## config.mk

```make
export PLATFORM = sky130hd
export DESIGN_NAME = microwave_timer
export DESIGN_NICKNAME = d
export VERILOG_FILES = /design/src/rtl/microwave_pkg.sv /design/src/rtl/microwave_tick_gen.sv /design/src/rtl/microwave_timer.sv
export SDC_FILE = /design/constraint.sdc
export NUM_CORES = 1
export LEC_CHECK = 0
export CAP_MARGIN = 25
export CORE_MARGIN = 3
export CORE_UTILIZATION = 50
export DETAILED_ROUTE_END_ITERATION = 10
export DONT_BUFFER_PORTS = 1
export PLACE_DENSITY = 0.64
export SYNTH_ARGS = -nofsm -noshare
export SYNTH_HDL_FRONTEND = slang
export SYNTH_SLANG_ARGS = --single-unit
```

## constraint.sdc

```tcl
create_clock -name clk -period 6.58 [get_ports clk]
set_input_delay 0.987 -clock clk [delete_from_list [all_inputs] [get_ports clk]]
set_output_delay 0.987 -clock clk [all_outputs]
set_load 0.005 [all_outputs]
```

## src/rtl/microwave_pkg.sv

```systemverilog
// rtl/microwave_pkg.sv - shared digit width, constants and FSM encoding for the microwave timer
// Contents: DIGIT_W (BCD digit width), MAX_DIGIT (largest accepted key),
// TENS_BORROW (tens-of-seconds value after a minute borrow), bcd_t, state_t.
package microwave_pkg;

  localparam int DIGIT_W = 4;

  typedef logic [DIGIT_W-1:0] bcd_t;

  localparam bcd_t MAX_DIGIT   = 4'd9;
  localparam bcd_t TENS_BORROW = 4'd5;

  typedef enum logic [1:0] {
    ST_IDLE  = 2'd0,
    ST_RUN   = 2'd1,
    ST_PAUSE = 2'd2,
    ST_DONE  = 2'd3
  } state_t;

endpackage

```

## src/rtl/microwave_tick_gen.sv

```systemverilog
// rtl/microwave_tick_gen.sv - one-second prescaler for the microwave timer
// Ports: clk, rst (sync active-high), clr (restart the second),
// en (count this cycle), sec_tick (high on the enabled cycle that completes a second).
module microwave_tick_gen
  import microwave_pkg::*;
#(
  parameter int TICKS_PER_SEC = 100
) (
  input  logic clk,
  input  logic rst,
  input  logic clr,
  input  logic en,
  output logic sec_tick
);

  localparam int CW = (TICKS_PER_SEC > 1) ? $clog2(TICKS_PER_SEC) : 1;
  localparam logic [CW-1:0] LAST = CW'(TICKS_PER_SEC - 1);

  logic [CW-1:0] cnt;

  // The tick fires in the same cycle the counter wraps, so the second
  // completes on the TICKS_PER_SEC-th enabled edge after a clear.
  assign sec_tick = en && (cnt == LAST);

  always_ff @(posedge clk) begin
    if (rst || clr) begin
      cnt <= '0;
    end else if (en) begin
      cnt <= (cnt == LAST) ? '0 : cnt + CW'(1);
    end
  end

endmodule

```

## src/rtl/microwave_timer.sv

```systemverilog
// rtl/microwave_timer.sv - M:SS BCD countdown timer with keypad entry and sticky done flag
// Ports: clk, rst (sync active-high), clrn (panel clear, active low),
// key_valid/key_digit (keypad digit pulse), mag_on (count enable),
// min_ones/sec_tens/sec_ones (BCD display), timer_done (registered, sticky).
module microwave_timer
  import microwave_pkg::*;
#(
  parameter int TICKS_PER_SEC = 100
) (
  input  logic               clk,
  input  logic               rst,
  input  logic               clrn,
  input  logic               key_valid,
  input  logic [DIGIT_W-1:0] key_digit,
  input  logic               mag_on,
  output logic [DIGIT_W-1:0] min_ones,
  output logic [DIGIT_W-1:0] sec_tens,
  output logic [DIGIT_W-1:0] sec_ones,
  output logic               timer_done
);

  logic   clear;
  logic   key_accept;
  logic   sec_tick;
  logic   cnt_zero;
  logic   dec_zero;
  bcd_t   dec_min;
  bcd_t   dec_tens;
  bcd_t   dec_ones;
  state_t state;

  assign clear      = !clrn;
  // Keys are locked out while the magnetron runs, so a key never races a tick.
  assign key_accept = key_valid && !mag_on && (key_digit <= MAX_DIGIT);
  assign cnt_zero   = (min_ones == '0) && (sec_tens == '0) && (sec_ones == '0);

  microwave_tick_gen #(
    .TICKS_PER_SEC(TICKS_PER_SEC)
  ) u_tick_gen (
    .clk     (clk),
    .rst     (rst),
    .clr     (clear || key_accept),
    .en      (mag_on),
    .sec_tick(sec_tick)
  );

  // Next count after one second; a minute borrow reloads tens with 5, not 9.
  always_comb begin
    dec_min  = min_ones;
    dec_tens = sec_tens;
    dec_ones = sec_ones;
    if (sec_ones != '0) begin
      dec_ones = sec_ones - 4'd1;
    end else if (sec_tens != '0) begin
      dec_ones = MAX_DIGIT;
      dec_tens = sec_tens - 4'd1;
    end else if (min_ones != '0) begin
      dec_ones = MAX_DIGIT;
      dec_tens = TENS_BORROW;
      dec_min  = min_ones - 4'd1;
    end
  end

  assign dec_zero = (dec_min == '0) && (dec_tens == '0) && (dec_ones == '0);

  always_ff @(posedge clk) begin
    if (rst || clear) begin
      min_ones   <= '0;
      sec_tens   <= '0;
      sec_ones   <= '0;
      timer_done <= 1'b0;
      state      <= ST_IDLE;
    end else if (key_accept) begin
      min_ones   <= sec_tens;
      sec_tens   <= sec_ones;
      sec_ones   <= key_digit;
      timer_done <= 1'b0;
      state      <= ST_IDLE;
    end else begin
      if (sec_tick) begin
        min_ones <= dec_min;
        sec_tens <= dec_tens;
        sec_ones <= dec_ones;
      end
      if (mag_on && (cnt_zero || (sec_tick && dec_zero))) begin
        timer_done <= 1'b1;
      end
      case (state)
        ST_IDLE: begin
          if (mag_on) begin
            state <= cnt_zero ? ST_DONE : ST_RUN;
          end
        end
        ST_RUN: begin
          if (!mag_on) begin
            state <= ST_PAUSE;
          end else if (sec_tick && dec_zero) begin
            state <= ST_DONE;
          end
        end
        ST_PAUSE: begin
          if (mag_on) begin
            state <= ST_RUN;
          end
        end
        ST_DONE: begin
          state <= ST_DONE;
        end
        default: begin
          state <= ST_IDLE;
        end
      endcase
    end
  end

endmodule

```

Word level (Yosys, flattened, before mapping):

Index checks and enable logic that the tools add are counted.

* $add $sub $neg: 4
* reductions and logical operators: 26
* equality and inequality tests: 1
* order comparisons: 1
* multiplexer cells: 16

Operator list (count)
* 2-to-1 mux 4 bit: 15
* zero test 4 bit: 6
* nonzero test 4 bit: 3
* subtractor 4 x 1 -> 4 bit, second input constant: 3
* logical AND 1 bit: 9
* adder 7 x 1 -> 7 bit, second input constant: 1
* equality test 7 bit, second input constant: 1
* 2-to-1 mux 7 bit: 1
* less-or-equal comparator 4 bit, second input constant: 1
* logical OR 1 bit: 4
* zero test 1 bit: 2
* nonzero test 2 bit: 1
* OR reduction 2 bit: 1

* output and inout port bits: 13
* word-level logic and storage cells: 53
* bits of input ports: 9
* register bits after elaboration: 20

Longest topological paths before layout:

* depth in word-level cells: 10
* mapped depth: 8
* gate-level depth less buffers: 7

Modules after synthesis:

Synthesis repeated with hierarchy kept, for this count alone.

* cell total of the unflattened synthesis: 170
* area, all modules: 1390.1 µm²

By module, submodules not included
* microwave_timer: instances 1, cells an instance 134, area each 1018.5 µm², seq. area each 260.2 µm²
* microwave_tick_gen: instances 1, cells an instance 36, area each 371.6 µm², seq. area each 140.1 µm²

Least setup slack after synthesis:

No wires, ideal clock.

* path type: in2reg
* start: input key_digit[1]
* end: register sec_ones[0]
* setup slack: 4437 ps
* setup time: 132 ps
* cell stages on the path: 7
* arrival: 2011 ps
* data required time: 6448 ps
* path buffers: 2
* cells stage by stage: o21ai_0 and3b_1 clkbuf_1 clkbuf_1 inv_1 o211ai_1 a21oi_1

* word-level cells in the longest chain between the ends: 3
* elaborated cells on any way between the ends: 4
* those cells by class: order compare: 1; mux: 1; reduce/logical: 2

RTL lines
* start, declared: line microwave_timer.sv:14 `input logic [DIGIT_W-1:0] key_digit,`
* less-or-equal comparator 4 bit (*): line microwave_timer.sv:34 `assign key_accept = key_valid && !mag_on && (key_digit <= MAX_DIGIT);`
* logical AND 1 bit (*): line microwave_timer.sv:34
* 2-to-1 mux 4 bit / nonzero test 2 bit (equally long branches)
* end signal, assigned: line microwave_timer.sv:76 `sec_ones <= key_digit;`
* end signal, assigned: line microwave_timer.sv:83 `sec_ones <= dec_ones;`
* end, declared: line microwave_timer.sv:18 `output logic [DIGIT_W-1:0] sec_ones,`

Mark *: on every way between the ends. The rest lies on a longest branch, timed or not.
A chain may end at the register's enable or synchronous reset.

Worst setup path after layout:

* start: register sec_ones[0]
* end: register timer_done

* word-level cells in the longest chain between the ends: 8
* elaborated cells on any way between the ends: 17
* those cells by class: add/sub: 1; mux: 5; reduce/logical: 11

RTL lines
* parallel branches: the longest is 6 deep, another holds subtractor 4 x 1 -> 4 bit
* logical OR 1 bit (*): line microwave_timer.sv:85 `if (mag_on && (cnt_zero || (sec_tick && dec_zero))) begin`
* logical AND 1 bit (*): line microwave_timer.sv:85
* end signal, assigned: line microwave_timer.sv:71 `timer_done <= 1'b0;`
* end signal, assigned: line microwave_timer.sv:77 `timer_done <= 1'b0;`
* end signal, assigned: line microwave_timer.sv:86 `timer_done <= 1'b1;`
* end, declared: line microwave_timer.sv:19 `output logic timer_done`

Mark *: on every way between the ends.

==> run metrics <==
Row Count=17; Setup Viol. Count Final=0; Cell variety after synth=a little under 50; element type at the critical path start=register; IO Pins=22; area of all sequential standard cells=around 400 um^2; fraction of synthesis flops using an asynchronous set or reset pin=0%; crit share post-route=around 38%; largest buffer count on any clock path=2; most frequently used flop master after synthesis=dfxtp_1; Post-DP HPWL=2220 um; total CTS buffers=3; number of synthesized register bits=20; starting utilization of the core area=a little under three fifths; outcome=completed; clock power share=28.9%; weighted congestion at the end of routability-driven global placement=~0.85; pwr/cell area=approximately 150 nW/um^2; Worst Hold Class=register to register; Max IR drop VDD=slightly above 100 uV; ranking of synthesized cells by instance count=20 x dfxtp_1, 15 x nor2_1, 14 x nand2_1; net count after synthesis=176; via count normalized by instance count=~6.4; Routed WL per cell=16.8 um; Filler cells=between 200 and 250; Leakage Power=about 0.44 nW; upper clock frequency limit=405 MHz; worst slew slack as a fraction of its limit=approximately 49%; number of levels the H-tree was split into=1; Total Die Area=about 3300 um^2; combined buffer and inverter count along the critical path=1; diode insertion count for antenna repair=0; sequential fraction of the synthesis area=30.4%; cells after synthesis=between 150 and 200; sw power=slightly below 0.00005 W; total count of max-transition violations in the final report=0; clock tree from TritonCTS=built; measured slew at the worst slew-check pin=around 0.76 ns; cell type with the largest total area after synthesis=dfxtp_1; number of sinks handled by clock tree synthesis=20; critical path, cell by cell=inv_1, ha_1, nor3b_2, o21ai_0, o2bb2ai_1, or3_1, o31ai_2; IO Port Bufs=0; top cell type's share of synthesized area=between 30% and 40%; post-CTS setup buffers=0; Crit. End Element=register; Top Family by Delay on Critical Path=simple AND/OR/NAND/NOR gates; final instance count without filler cells=185; CTS Root Cell=clkbuf_4; Power, Total=approximately 0.0002 W; average cell area after synthesis=roughly 8.1 um^2; Clock transition at path regs=about 0.11 ns; Internal=around 0.00015 W; number of enable flip-flop cells after synthesis=0; area of the core=approximately 2400 um^2; DRC errors left=0; most frequent cell after synthesis=dfxtp_1; maximum capacitance violations=0; final critical path time including I/O delays and setup=roughly 2.5 ns; initial antenna violation count=0; warning count from the yosys run=0; synthesis-to-layout area growth=1.90%; number of iterations in the first detailed-routing pass=4; number of vias after detailed routing=around 1,200; area of the mapped netlist=1320 um^2; global-route wire length before repair=around 5300 um; Iteration-0 DRC Markers=73; die width=approximately 57 um; later-pin clock latency in the skew report=around 0.3 ns; hold buffer count at CTS=0; total placed cells including tap cells=182; pin count of the biggest net entering global routing=20; ratio of cells with drive above 1 in the final layout=under 10%; setup total negative slack=0 ns; number of global-route vias before repair=~1,100; Critical Path AT=roughly 2.7 ns; total detailed-routing wirelength=approximately 3100 um; start-to-end type of the worst setup path=register to register; switching share of total power=between 20% and 30%; Die H=roughly 57 um; net count reported at finish=around 170; antenna-violating nets left=0; aggregate global-route resource usage=20.8%; peak per-stage delay on the critical path=0.65 ns; cells taking the most area after synthesis=dfxtp_1 30%, ha_1 4.8%, a21oi_1 4.6%; count of endpoints failing hold in the final timing report=0; setup slack of the critical path after layout=~4.1 ns; sequential group share of total power=between 60 and 70%; combinational share of power=a little under a tenth; gr ovfl total=0; Critical-path top delay cell=nor3b_2; CP Data Required Time=about 6.8 ns; post-CTS sizing=0; unrepaired setup endpoints after global routing=false; worst slack at placement=3.98 ns; maximum fanout along the worst path=14; Multi-input gate area=between 800 and 900 um^2; largest clock skew in the final design=0.00555 ns
[worst paths after layout]
path | slack, ns | depth (start not counted) | to | from
max | 4.11 | 7 | timer_done | sec_ones[0]
min | 0.55 | 2 | u_tick_gen.cnt[6] | u_tick_gen.cnt[6]
max reg2reg | 4.11 | 7 | timer_done | sec_ones[0]
min reg2reg | 0.55 | 2 | u_tick_gen.cnt[6] | u_tick_gen.cnt[6]
[kinds of logic after synthesis]
logic type / Yosys count / synth area share (%)
AO/OA/AOI/OAI: 42 / 21.9
XOR/XNOR: 6 / 3.99
adder cells (fa/ha/maj): 5 / 4.75
buffers and inverters: 16 / 4.75
flip-flops: 20 / 30.4
multiplexers: 4 / 3.33
AND/OR/NAND/NOR: 69 / 30.9
[layer usage]
layer / wire (um) / vias to the layer above / global-route usage [%]
met2: 1360 / 41 / 29.5
li1: - / 594 / -
met5: 0 / - / 0
met4: 48 / 0 / 8.61
met1: 1450 / 543 / 29.5
met3: 250 / 5 / 5.66
[cell type report]
cell class              count  share of cell area, %
multi-input cells         126                   63.6
clock buffers               3                   1.68
inverters                   8                   2.24
flip-flops and latches     20                   29.9
well taps                  28                   2.61
[stage by stage]
stage | util, % | hold slack [ns] | instance area [um^2]
5_1_grt | 56.8 | 0.583 | 1340
3_5_place_dp | 55.9 | 0.520 | 1320
6_report | 56.8 | 0.555 | 1340
4_1_cts | 56.8 | 0.554 | 1340
2_1_floorplan | - | 0.476 | 1320
3_3_place_gp | 55.9 | 0.522 | 1320
[registers in the layout, indices dropped and copies added, names as in the netlist]
register and count:
timer_done 1, sec_ones 4, sec_tens 4, u_tick_gen.cnt 7
min_ones 4
[worst register-to-register path, stage by stage, from the launching register on]
cell and delay [ns]:
dfxtp_1 0.40, inv_1 0.11, ha_1 0.20, nor3b_2 0.65, o21ai_0 0.25, o2bb2ai_1 0.19
or3_1 0.38, o31ai_2 0.20
[placed cells by master (no fill, tap or decap), types with 2 or more instances in the layout]
| master | instances |
|---|---|
| a21oi_1 | 12 |
| nand3_1 | 4 |
| nor3_1 | 5 |
| or2b_1 | 2 |
| mux2_2 | 2 |
| xnor2_1 | 2 |
| or3b_4 | 2 |
| inv_1 | 8 |
| xor2_1 | 4 |
| clkbuf_4 | 3 |
| and4_1 | 2 |
| nand2b_1 | 3 |
| o211ai_1 | 2 |
| nor2b_1 | 2 |
| a31oi_1 | 3 |
| nor2_1 | 15 |
| or3_1 | 3 |
| a221oi_1 | 2 |
| nand2_1 | 14 |
| nand4_1 | 4 |
| dfxtp_1 | 20 |
| nor4_2 | 2 |
| a22oi_1 | 8 |
| ha_1 | 5 |
| o21ai_0 | 5 |
[power by group through the flow]
stage | Clock [W] | Combinational (W) | Sequential, W
global placement | 0 | 0.0000178 | 0.000126
floorplan | 0 | 0.0000161 | 0.000126
finish | 0.0000578 | 0.0000182 | 0.000124
global route | 0.0000675 | 0.0000206 | 0.000124
detailed placement | 0 | 0.0000182 | 0.000127
CTS | 0.0000609 | 0.0000182 | 0.000124
Power figures use the tool's default switching activity.
